$ cat config.mk
export PLATFORM = sky130hd
export DESIGN_NAME = motor_mix_scheduler
export DESIGN_NICKNAME = d
export VERILOG_FILES = /design/src/rtl/motor_mix_scheduler_pkg.sv /design/src/rtl/mix_saturate.sv /design/src/rtl/motor_mix_scheduler.sv
export SDC_FILE = /design/constraint.sdc
export NUM_CORES = 1
export LEC_CHECK = 0
export BUFFER_PORTS_ARGS = -buffer_cell sky130_fd_sc_hd__buf_2
export CAP_MARGIN = 20
export CORE_AREA = 8 8 221 223
export CTS_CLUSTER_DIAMETER = 60
export DETAILED_ROUTE_END_ITERATION = 8
export DIE_AREA = 0 0 229 231
export REMOVE_ABC_BUFFERS = 1
export SKIP_LAST_GASP = 1
export SLEW_MARGIN = 20
export SYNTH_ARGS = -nofsm -noshare
export SYNTH_HDL_FRONTEND = slang
export SYNTH_SLANG_ARGS = --single-unit
$ cat constraint.sdc
create_clock -name clk -period 7.5 [get_ports clk]
set_clock_uncertainty 0.15 [all_clocks]
set_input_delay 1.5 -clock clk [delete_from_list [all_inputs] [get_ports clk]]
set_output_delay 1.5 -clock clk [all_outputs]
set_load 0.01 [all_outputs]
$ cat src/rtl/motor_mix_scheduler_pkg.sv
// rtl/motor_mix_scheduler_pkg.sv - shared states, types and packing helper for the motor mix scheduler
package motor_mix_scheduler_pkg;
   localparam int MOTOR_COUNT = 4;
   localparam int AXIS_COUNT  = 4;

   typedef enum logic [1:0] {ST_IDLE, ST_SNAP, ST_MIX, ST_UPDATE} state_e;
   typedef logic [7:0]         duty_t;
   typedef logic signed [10:0] acc_t;

   // Offset words are packed {m4,m3,m2,m1}; idx 0 selects m1.
   function automatic duty_t off_byte(input logic [31:0] word, input logic [1:0] idx);
      return word[{idx, 3'b000} +: 8];
   endfunction
endpackage

$ cat src/rtl/mix_saturate.sv
// rtl/mix_saturate.sv - clamp a signed mix sum to the duty window, gate by armed; slew limit under MOTOR_MIX_SLEW_LIMIT_EN
module mix_saturate
   import motor_mix_scheduler_pkg::*;
#(
   parameter int MIN_DUTY = 5,
   parameter int MAX_DUTY = 100
`ifdef MOTOR_MIX_SLEW_LIMIT_EN
   , parameter int SLEW_STEP = 4
`endif
) (
   input  logic signed [10:0] sum_i,
   input  logic               armed_i,
`ifdef MOTOR_MIX_SLEW_LIMIT_EN
   input  logic [7:0]         prev_i,
`endif
   output logic [7:0]         duty_o
);
   duty_t target;

   always_comb begin
      if (sum_i < acc_t'(MIN_DUTY)) begin
         target = duty_t'(MIN_DUTY);
      end else if (sum_i > acc_t'(MAX_DUTY)) begin
         target = duty_t'(MAX_DUTY);
      end else begin
         target = duty_t'(sum_i);
      end
   end

`ifdef MOTOR_MIX_SLEW_LIMIT_EN
   // Disarm bypasses the limiter so the motors stop at once.
   always_comb begin
      duty_o = '0;
      if (armed_i) begin
         if ({1'b0, target} > ({1'b0, prev_i} + 9'(SLEW_STEP))) begin
            duty_o = prev_i + 8'(SLEW_STEP);
         end else if (({1'b0, target} + 9'(SLEW_STEP)) < {1'b0, prev_i}) begin
            duty_o = prev_i - 8'(SLEW_STEP);
         end else begin
            duty_o = target;
         end
      end
   end
`else
   assign duty_o = armed_i ? target : '0;
`endif
endmodule

$ cat src/rtl/motor_mix_scheduler.sv
// rtl/motor_mix_scheduler.sv - time-shared four-axis motor mixer with arming, failsafe and saturation; MOTOR_MIX_SLEW_LIMIT_EN enables duty slew limiting
module motor_mix_scheduler
   import motor_mix_scheduler_pkg::*;
#(
   parameter int CENTER         = 20,
   parameter int MIN_DUTY       = 5,
   parameter int MAX_DUTY       = 100,
   parameter int ARM_THR        = 10,
   parameter int ARM_CYCLES     = 1000,
   parameter int TIMEOUT_CYCLES = 50000
`ifdef MOTOR_MIX_SLEW_LIMIT_EN
   , parameter int SLEW_STEP    = 4
`endif
) (
   input  logic        clk,
   input  logic        rst_n,
   input  logic        frame_valid,
   input  logic        arm_req,
   input  logic [31:0] thr_off,
   input  logic [31:0] pitch_off,
   input  logic [31:0] roll_off,
   input  logic [31:0] yaw_off,
   output logic [31:0] duty,
   output logic        duty_valid,
   output logic        armed,
   output logic        failsafe,
   output logic        busy
);
   localparam int   ARM_W = $clog2(ARM_CYCLES + 1);
   localparam int   TO_W  = $clog2(TIMEOUT_CYCLES + 1);
   localparam acc_t BIAS  = acc_t'(3 * CENTER);

   state_e                        state_q, state_d;
   logic [3:0]                    step_q, step_d;
   logic                          pending_q, pending_d;
   logic [AXIS_COUNT-1:0][31:0]   snap_q;
   acc_t                          acc_q, acc_d;
   acc_t                          res_q [MOTOR_COUNT];
   acc_t                          res_d [MOTOR_COUNT];
   logic [MOTOR_COUNT-1:0][7:0]   duty_q, sat_duty;
   logic [ARM_W-1:0]              arm_cnt_q;
   logic [TO_W-1:0]               to_cnt_q;
   logic                          armed_q, failsafe_q;
   logic [1:0]                    motor, term;
   acc_t                          term_val;
   logic                          last_mix, timeout_hit, arm_qual;

   assign motor       = step_q[3:2];
   assign term        = step_q[1:0];
   assign term_val    = acc_t'({3'b000, off_byte(snap_q[term], motor)});
   assign last_mix    = (state_q == ST_MIX) && (step_q == 4'hF);
   assign timeout_hit = !frame_valid && (to_cnt_q == TO_W'(TIMEOUT_CYCLES - 1));
   assign arm_qual    = arm_req && !armed_q && (snap_q[0][7:0] <= 8'(ARM_THR));

   always_comb begin
      state_d   = state_q;
      step_d    = step_q;
      pending_d = pending_q;
      if (frame_valid && (state_q != ST_IDLE)) pending_d = 1'b1;
      case (state_q)
         ST_IDLE: if (frame_valid) state_d = ST_SNAP;
         ST_SNAP: begin
            state_d = ST_MIX;
            step_d  = '0;
         end
         ST_MIX: begin
            step_d = step_q + 4'd1;
            if (step_q == 4'hF) state_d = ST_UPDATE;
         end
         default: begin
            // A frame arriving in this very cycle is folded into the pending request.
            if (pending_q || frame_valid) begin
               state_d   = ST_SNAP;
               pending_d = 1'b0;
            end else begin
               state_d = ST_IDLE;
            end
         end
      endcase
   end

   always_comb begin
      acc_d = acc_q;
      for (int i = 0; i < MOTOR_COUNT; i++) res_d[i] = res_q[i];
      if (state_q == ST_MIX) begin
         acc_d = (term == 2'd0) ? (term_val - BIAS) : (acc_q + term_val);
         if (term == 2'd3) res_d[motor] = acc_d;
      end
   end

   for (genvar g = 0; g < MOTOR_COUNT; g++) begin : g_sat
      mix_saturate #(
         .MIN_DUTY (MIN_DUTY),
         .MAX_DUTY (MAX_DUTY)
`ifdef MOTOR_MIX_SLEW_LIMIT_EN
         , .SLEW_STEP(SLEW_STEP)
`endif
      ) u_sat (
         .sum_i   (res_d[g]),
         .armed_i (armed_q),
`ifdef MOTOR_MIX_SLEW_LIMIT_EN
         .prev_i  (duty_q[g]),
`endif
         .duty_o  (sat_duty[g])
      );
   end

   always_ff @(posedge clk or negedge rst_n) begin
      if (!rst_n) begin
         state_q    <= ST_IDLE;
         step_q     <= '0;
         pending_q  <= 1'b0;
         snap_q     <= '0;
         acc_q      <= '0;
         for (int i = 0; i < MOTOR_COUNT; i++) res_q[i] <= '0;
         duty_q     <= '0;
         arm_cnt_q  <= '0;
         to_cnt_q   <= '0;
         armed_q    <= 1'b0;
         failsafe_q <= 1'b0;
      end else begin
         state_q   <= state_d;
         step_q    <= step_d;
         pending_q <= pending_d;
         acc_q     <= acc_d;
         for (int i = 0; i < MOTOR_COUNT; i++) res_q[i] <= res_d[i];
         if (state_q == ST_SNAP) snap_q <= {yaw_off, roll_off, pitch_off, thr_off};
         if (last_mix) duty_q <= sat_duty;

         if (frame_valid) begin
            to_cnt_q <= '0;
         end else if (to_cnt_q != TO_W'(TIMEOUT_CYCLES)) begin
            to_cnt_q <= to_cnt_q + 1'b1;
         end

         if (arm_qual) begin
            if (arm_cnt_q == ARM_W'(ARM_CYCLES - 1)) begin
               arm_cnt_q <= '0;
               armed_q   <= 1'b1;
            end else begin
               arm_cnt_q <= arm_cnt_q + 1'b1;
            end
         end else begin
            arm_cnt_q <= '0;
         end
         if (!arm_req) armed_q <= 1'b0;
         if (frame_valid) failsafe_q <= 1'b0;

         // Timeout overrides any arming or duty load in the same cycle.
         if (timeout_hit) begin
            failsafe_q <= 1'b1;
            armed_q    <= 1'b0;
            arm_cnt_q  <= '0;
            duty_q     <= '0;
         end
      end
   end

   assign duty       = duty_q;
   assign duty_valid = (state_q == ST_UPDATE);
   assign busy       = (state_q != ST_IDLE);
   assign armed      = armed_q;
   assign failsafe   = failsafe_q;
endmodule

==> results by group, run 1 <==
Logic synthesis
  – Ys Warns: 0
  – Synth top area share: 51.9%
  – FFs w/ async S/R, synth: 100%
  – Sequential fraction of the synthesis area: 51.9%
  – Mean Syn Cell Area: 12.0 um^2
  – Count leader, synth: dfrtp_1
  – Synth Instances: 1007
  – Seq cells post-synth: between 200 and 300
  – Distinct cells, synth: just over 80
  – Post-synth top cells: dfrtp_1, mux2_2, nand2_1, nor2_1, o21ai_0
  – Synth area leaders: dfrtp_1, mux2_2, mux4_2
  – Synth Cell Area: ~12000 um^2
  – Yosys top cell by area: dfrtp_1
  – EDFF count, synth: 0
  – Ys flop type: dfrtp_1

Clocking
  – H-tree depth: 1
  – Worst-path clk slew: 60 ps
  – Postcts setup bufs: 0
  – Clk root buf: clkbuf_16
  – Insertion delay to the later sink of the worst-skew pair: a little under 600 ps
  – CTS tree: done
  – Cts repair resizes: 0
  – Max Root-Sink Buffers: 3
  – Hold Buf Count CTS: 0
  – Num CTS Buffers: 30
  – Clock Sinks: 250

Route
  – Vias after detailed routing: 8545
  – Residual DRC: 0
  – Final ANT Viol Nets: 0
  – Initial DRT Pass Iterations: 5
  – DR iter-0 viols: 491
  – Vias per cell: 4.77
  – Wire length per cell: about 18 um
  – Total Wirelength: 33200 um

Min path
  – Tightest Hold Check Type: register to register
  – WHS Path Cells: 2

Global route
  – Vias in the first global route: just under 9k
  – Largest net degree at the start of global routing: 141
  – First-pass GRT wire length: 51700 um
  – Overall Global Routing Usage: between 10% and 20%
  – Antenna violations before repair: 0
  – Grt total ovfl: 0

Setup path
  – Cell Chain, Critical Path: buf_4 -> mux4_2 -> mux2_4 -> a21o_1 -> ha_1 -> fa_1 -> a211oi_1 -> o211ai_1 -> and4b_1 -> o21ai_0 -> a21boi_1 -> o21ai_0 -> or4b_1 -> a2bb2oi_1
  – Largest delay share family, worst path: compound AO/OA/AOI/OAI gates
  – WS Path Type: register to register
  – Max incr delay on CP: 650 ps
  – Worst Path Max Fanout: 19
  – Worst Path Buf+Inv: 1
  – Worst r2r path cells: 14
  – Nature of the critical path endpoint: register
  – Worst EP arrival: 6110 ps
  – Slowest-stage cell, CP: dfrtp_2
  – CP Launch Type: register
  – CP Depth: 14
  – Most frequent CP cell: o21ai_0
  – CP required: 7780 ps

Run
  – Max Cap Viol: 0

Floorplanning
  – Die H: 231 um
  – Total core area: 45100 um^2
  – Die Width: ~230 um
  – Die area: 52900 um^2
  – Row cnt: 78
  – Initial Utilization: a little over a quarter
  – IO Pins: around 170

Status
  – Status: completed

Place
  – IO buf count: 167
  – RD Place Congestion: just over 0.8
  – Dpl hpwl: 23900 um

STA
  – Fin crit share: 77.6%
  – Final setup vio count: 0
  – Max-slew violations: 0
  – Final hold vios: 0
  – Slew @ Worst Pin: approximately 1100 ps
  – Setup tns final: 0 ps
  – Max Freq: 172 MHz
  – Fin Hold WS: 320 ps
  – Min Tclk post-route: just under 6000 ps
  – Slew Limit Headroom: 27.3%
  – Unrepaired setup endpoints after global routing: false

Finish
  – Final core occ: 32.3%
  – Nets@finish: about 1.3k
  – P&R area growth vs syn: 20.9%
  – Layout cells sized above 1: approximately a third

Power and ir drop
  – Pleak: 0.00658 uW
  – Max VDD drop: ~0.24 mV
  – Pwr/cell area: 420 nW/um^2
-- layout by cell type, fill, tap and decap left out, types with 4 or more instances in the layout --
cell and instances:
clkbuf_8 6, nor3_1 11, o31ai_1 5, xnor2_1 11
o21a_1 9, nor2_1 59, a22oi_1 13, a32o_1 5
mux2_2 143, xor2_1 13, inv_1 30, clkbuf_16 30
mux4_2 23, nor2b_1 5, mux4_1 4, dfrtp_1 248
o221ai_1 5, o21ai_1 4, and3_1 17, a21o_1 11
o22ai_1 9, nand4_1 9, or3_1 9, clkinv_2 6
mux2i_1 15, nand3_1 18, o21ai_0 41, nand2b_1 4
clkbuf_1 6, buf_2 166, a31oi_1 5, a22o_1 8
buf_4 10, nand2_1 96, ha_1 18, a211oi_1 7
a21oi_1 34
-- path summary, 6_finish.rpt --
check / startpoint / end / slack, ps
min in group asynchronous: rst_n / snap_q[42] / 800
max in group asynchronous: rst_n / snap_q[108] / 5080
worst max-delay path: step_q[0] / duty[2] / 1680
worst min register to register: duty[19] / duty[19] / 320
worst min-delay path: duty[19] / duty[19] / 320
worst max register to register: step_q[0] / duty[2] / 1680
-- registers in the layout, summed over array words and instances (netlist names) --
register and cells:
to_cnt_q 16, state_q 2, arm_cnt_q 10, snap_q 128, step_q 4, duty 32
armed 1, pending_q 1, res_q 44, failsafe 1, acc_q 11
-- final cells by class --
type	instances	area, um^2
fill	4585	30500
sequential	250	6260
multi-input combinational	677	5480
timing repair buffer	178	941
clock buffer	42	856
tap	600	751
clock inverter	14	161
inverter	31	116
antenna	1	2.50
-- routing by layer --
layer	wire length [um]	global-route usage, %
met5	0	0
met2	15100	19.2
met3	1520	2.44
met1	15800	17.0
met4	734	2.93
-- cell families after synthesis --
group                    Yosys count  share of synthesized area, %
adder cells (fa/ha/maj)           20                          2.14
flip-flops                       250                          51.9
AND/OR/NAND/NOR                  254                          9.99
XOR/XNOR                          24                          1.74
AO/OA/AOI/OAI                    193                          11.5
multiplexers                     186                          19.9
buffers and inverters             80                          2.82
-- report_power, final --
part	switching, uW	total, uW	internal (uW)
combinational	1380	2580	1210
sequential	283	2060	1780
clock	598	1470	871
total	2260	6120	3860
-- per-stage QoR --
step | instances | setup slack (ps) | total power, uW | area [um^2]
2_1_floorplan | 958 | 2170 | 3960 | 11800
3_3_place_gp | 1736 | 1790 | 4600 | 13500
3_5_place_dp | 1736 | 1610 | 4660 | 13500
4_1_cts | 1792 | 1600 | 6150 | 14600
5_1_grt | 1792 | 1260 | 6490 | 14600
6_report | 1793 | 1680 | 6120 | 14600
-- worst register-to-register path: stages (launching register included) --
cell	delay (ps)
dfrtp_2	650
buf_4	430
mux4_2	570
mux2_4	310
a21o_1	190
ha_1	200
fa_1	420
a211oi_1	380
o211ai_1	210
and4b_1	220
o21ai_0	380
a21boi_1	590
o21ai_0	280
or4b_1	550
a2bb2oi_1	140
(Power assumes the default switching activity.)
==> inputs of run 2 (changes only) <==
==> constraint.sdc (replaced) <==
create_clock -name clk -period 6 [get_ports clk]
set_clock_uncertainty 0.15 [all_clocks]
set_input_delay 1.2 -clock clk [delete_from_list [all_inputs] [get_ports clk]]
set_output_delay 1.2 -clock clk [all_outputs]
set_load 0.01 [all_outputs]
==> results by group, run 2 (synthesis gave the netlist of run 1 again) <==
Status
  – Status: completed

Clocking
  – Hold Buf Count CTS: 0
  – Num CTS Buffers: 31
  – Clk root buf: clkbuf_16
  – Max Root-Sink Buffers: 3
  – Worst-path clk slew: approximately 60 ps
  – Postcts setup bufs: 0
  – Clock Sinks: 250
  – Insertion delay to the later sink of the worst-skew pair: slightly below 600 ps
  – CTS tree: done
  – H-tree depth: 1
  – Cts repair resizes: 0

Global route
  – GR Layer Usage met1: between 15 and 20%
  – Vias in the first global route: approximately 9.1k
  – Grt total ovfl: 0
  – First-pass GRT wire length: 52700 um
  – Overall Global Routing Usage: 12.3%
  – Busiest layer in global routing: met2
  – Met3 Usage GRT: ~2.6%
  – Largest net degree at the start of global routing: roughly 110
  – Grt met2 use: 19.6%
  – Antenna violations before repair: 1

Floorplanning
  – Die area: 52900 um^2
  – Row cnt: 78
  – Total core area: 45100 um^2
  – Die H: 231 um
  – Die Width: 229 um
  – IO Pins: 168
  – Initial Utilization: 26.7%

Place
  – Area after DPL: approximately 14000 um^2
  – RD Place Congestion: 0.853
  – Placed Instances: 1747
  – IO buf count: 167
  – Dpl hpwl: 24300 um

Route
  – Final ANT Viol Nets: 0
  – Residual DRC: 0
  – Initial DRT Pass Iterations: 5
  – DR iter-0 viols: 536
  – Vias per cell: 4.77
  – Total Wirelength: about 33000 um
  – Vias after detailed routing: 8621
  – Wire length per cell: 18.4 um

STA
  – Max Freq: 179 MHz
  – Slew @ Worst Pin: 1050 ps
  – Unrepaired setup endpoints after global routing: false
  – Min Tclk post-route: approximately 5600 ps
  – Fin crit share: between 90 and 100%
  – Max-slew violations: 0
  – Slew Limit Headroom: roughly 30%
  – Final setup vio count: 0
  – Final hold vios: 0
  – Setup tns final: 0 ps

Min path
  – Tightest Hold Check Type: register to register

Power and ir drop
  – Total power: 7680 uW
  – Pwr/cell area: 524 nW/um^2
  – Pleak: 0.00665 uW
  – Max VDD drop: 0.245 mV

Finish
  – Layout cells sized above 1: 36.1%
  – Max reg flops: 128
  – Commonest non-fill, non-tap cell in the layout: dfrtp_1
  – Nets@finish: 1332
  – Largest Register: snap_q
  – Fin area: 14700 um^2
  – Most frequent cells in the layout: dfrtp_1, buf_2, mux2_2, nand2_1, nor2_1
  – P&R area growth vs syn: 21.6%
  – Post-Layout Cell Count: 1807

Setup path
  – Nature of the critical path endpoint: register
  – Worst EP arrival: 5870 ps
  – CP Launch Type: register
  – Worst Path Max Fanout: 22
  – CP required: between 6000 and 7000 ps
  – WS Path Type: register to register

Run
  – Max Cap Viol: 0
run 2: area by class of cell:
type,count,area [um^2]
inverters,31,116
repair buffers,189,1020
well taps,600,751
multi-input cells,677,5480
clock inverters,17,150
diodes,2,5.00
fillers,4594,30400
flip-flops and latches,250,6260
clock buffers,41,873
run 2: power breakdown:
part | switching, uW | leakage (uW) | internal [uW]
clock | 756 | 0.000510 | 1080
sequential | 353 | 0.00317 | 2230
combinational | 1720 | 0.00297 | 1550
total | 2830 | 0.00665 | 4850
run 2: path summary, 6_finish.rpt:
path | from | endpoint | slack [ps] | depth (start not counted)
worst max-delay path | step_q[0] | duty[2] | 420 | 13
worst min register to register | duty[13] | duty[13] | 310 | 2
worst max register to register | step_q[0] | duty[2] | 420 | 13
worst min-delay path | duty[13] | duty[13] | 310 | 2
max in group asynchronous | rst_n | snap_q[115] | 3950 | 2
min in group asynchronous | rst_n | snap_q[74] | 460 | 1
run 2: stage by stage:
stage                     utilization (%)  hold slack [ps]  worst slack (ps)
after detailed placement             30.2              304               436
after global placement               30.2              305               545
final                                32.5              309               416
after global routing                 32.5              348              85.7
after CTS                            32.5              318               411
after floorplan                         -              288               671
run 2: worst max-delay path: stages, from the launching register on:
cell	delay [ps]
dfrtp_2	810
mux4_2	590
a22o_1	340
a21o_1	190
ha_1	210
fa_1	430
a211oi_1	400
o211ai_1	210
and4b_1	210
o21ai_0	370
a21boi_1	570
o21ai_0	270
or4b_1	550
a2bb2oi_1	130
run 2: metal layers:
layer  wire length [um]  part of all wire, %  up-vias
met2              15300                   46      238
met4                803                  2.4        0
met3               1700                  5.1       55
met5                  0                    0        -
li1                   -                    -     4047
met1              15500                   47     4281
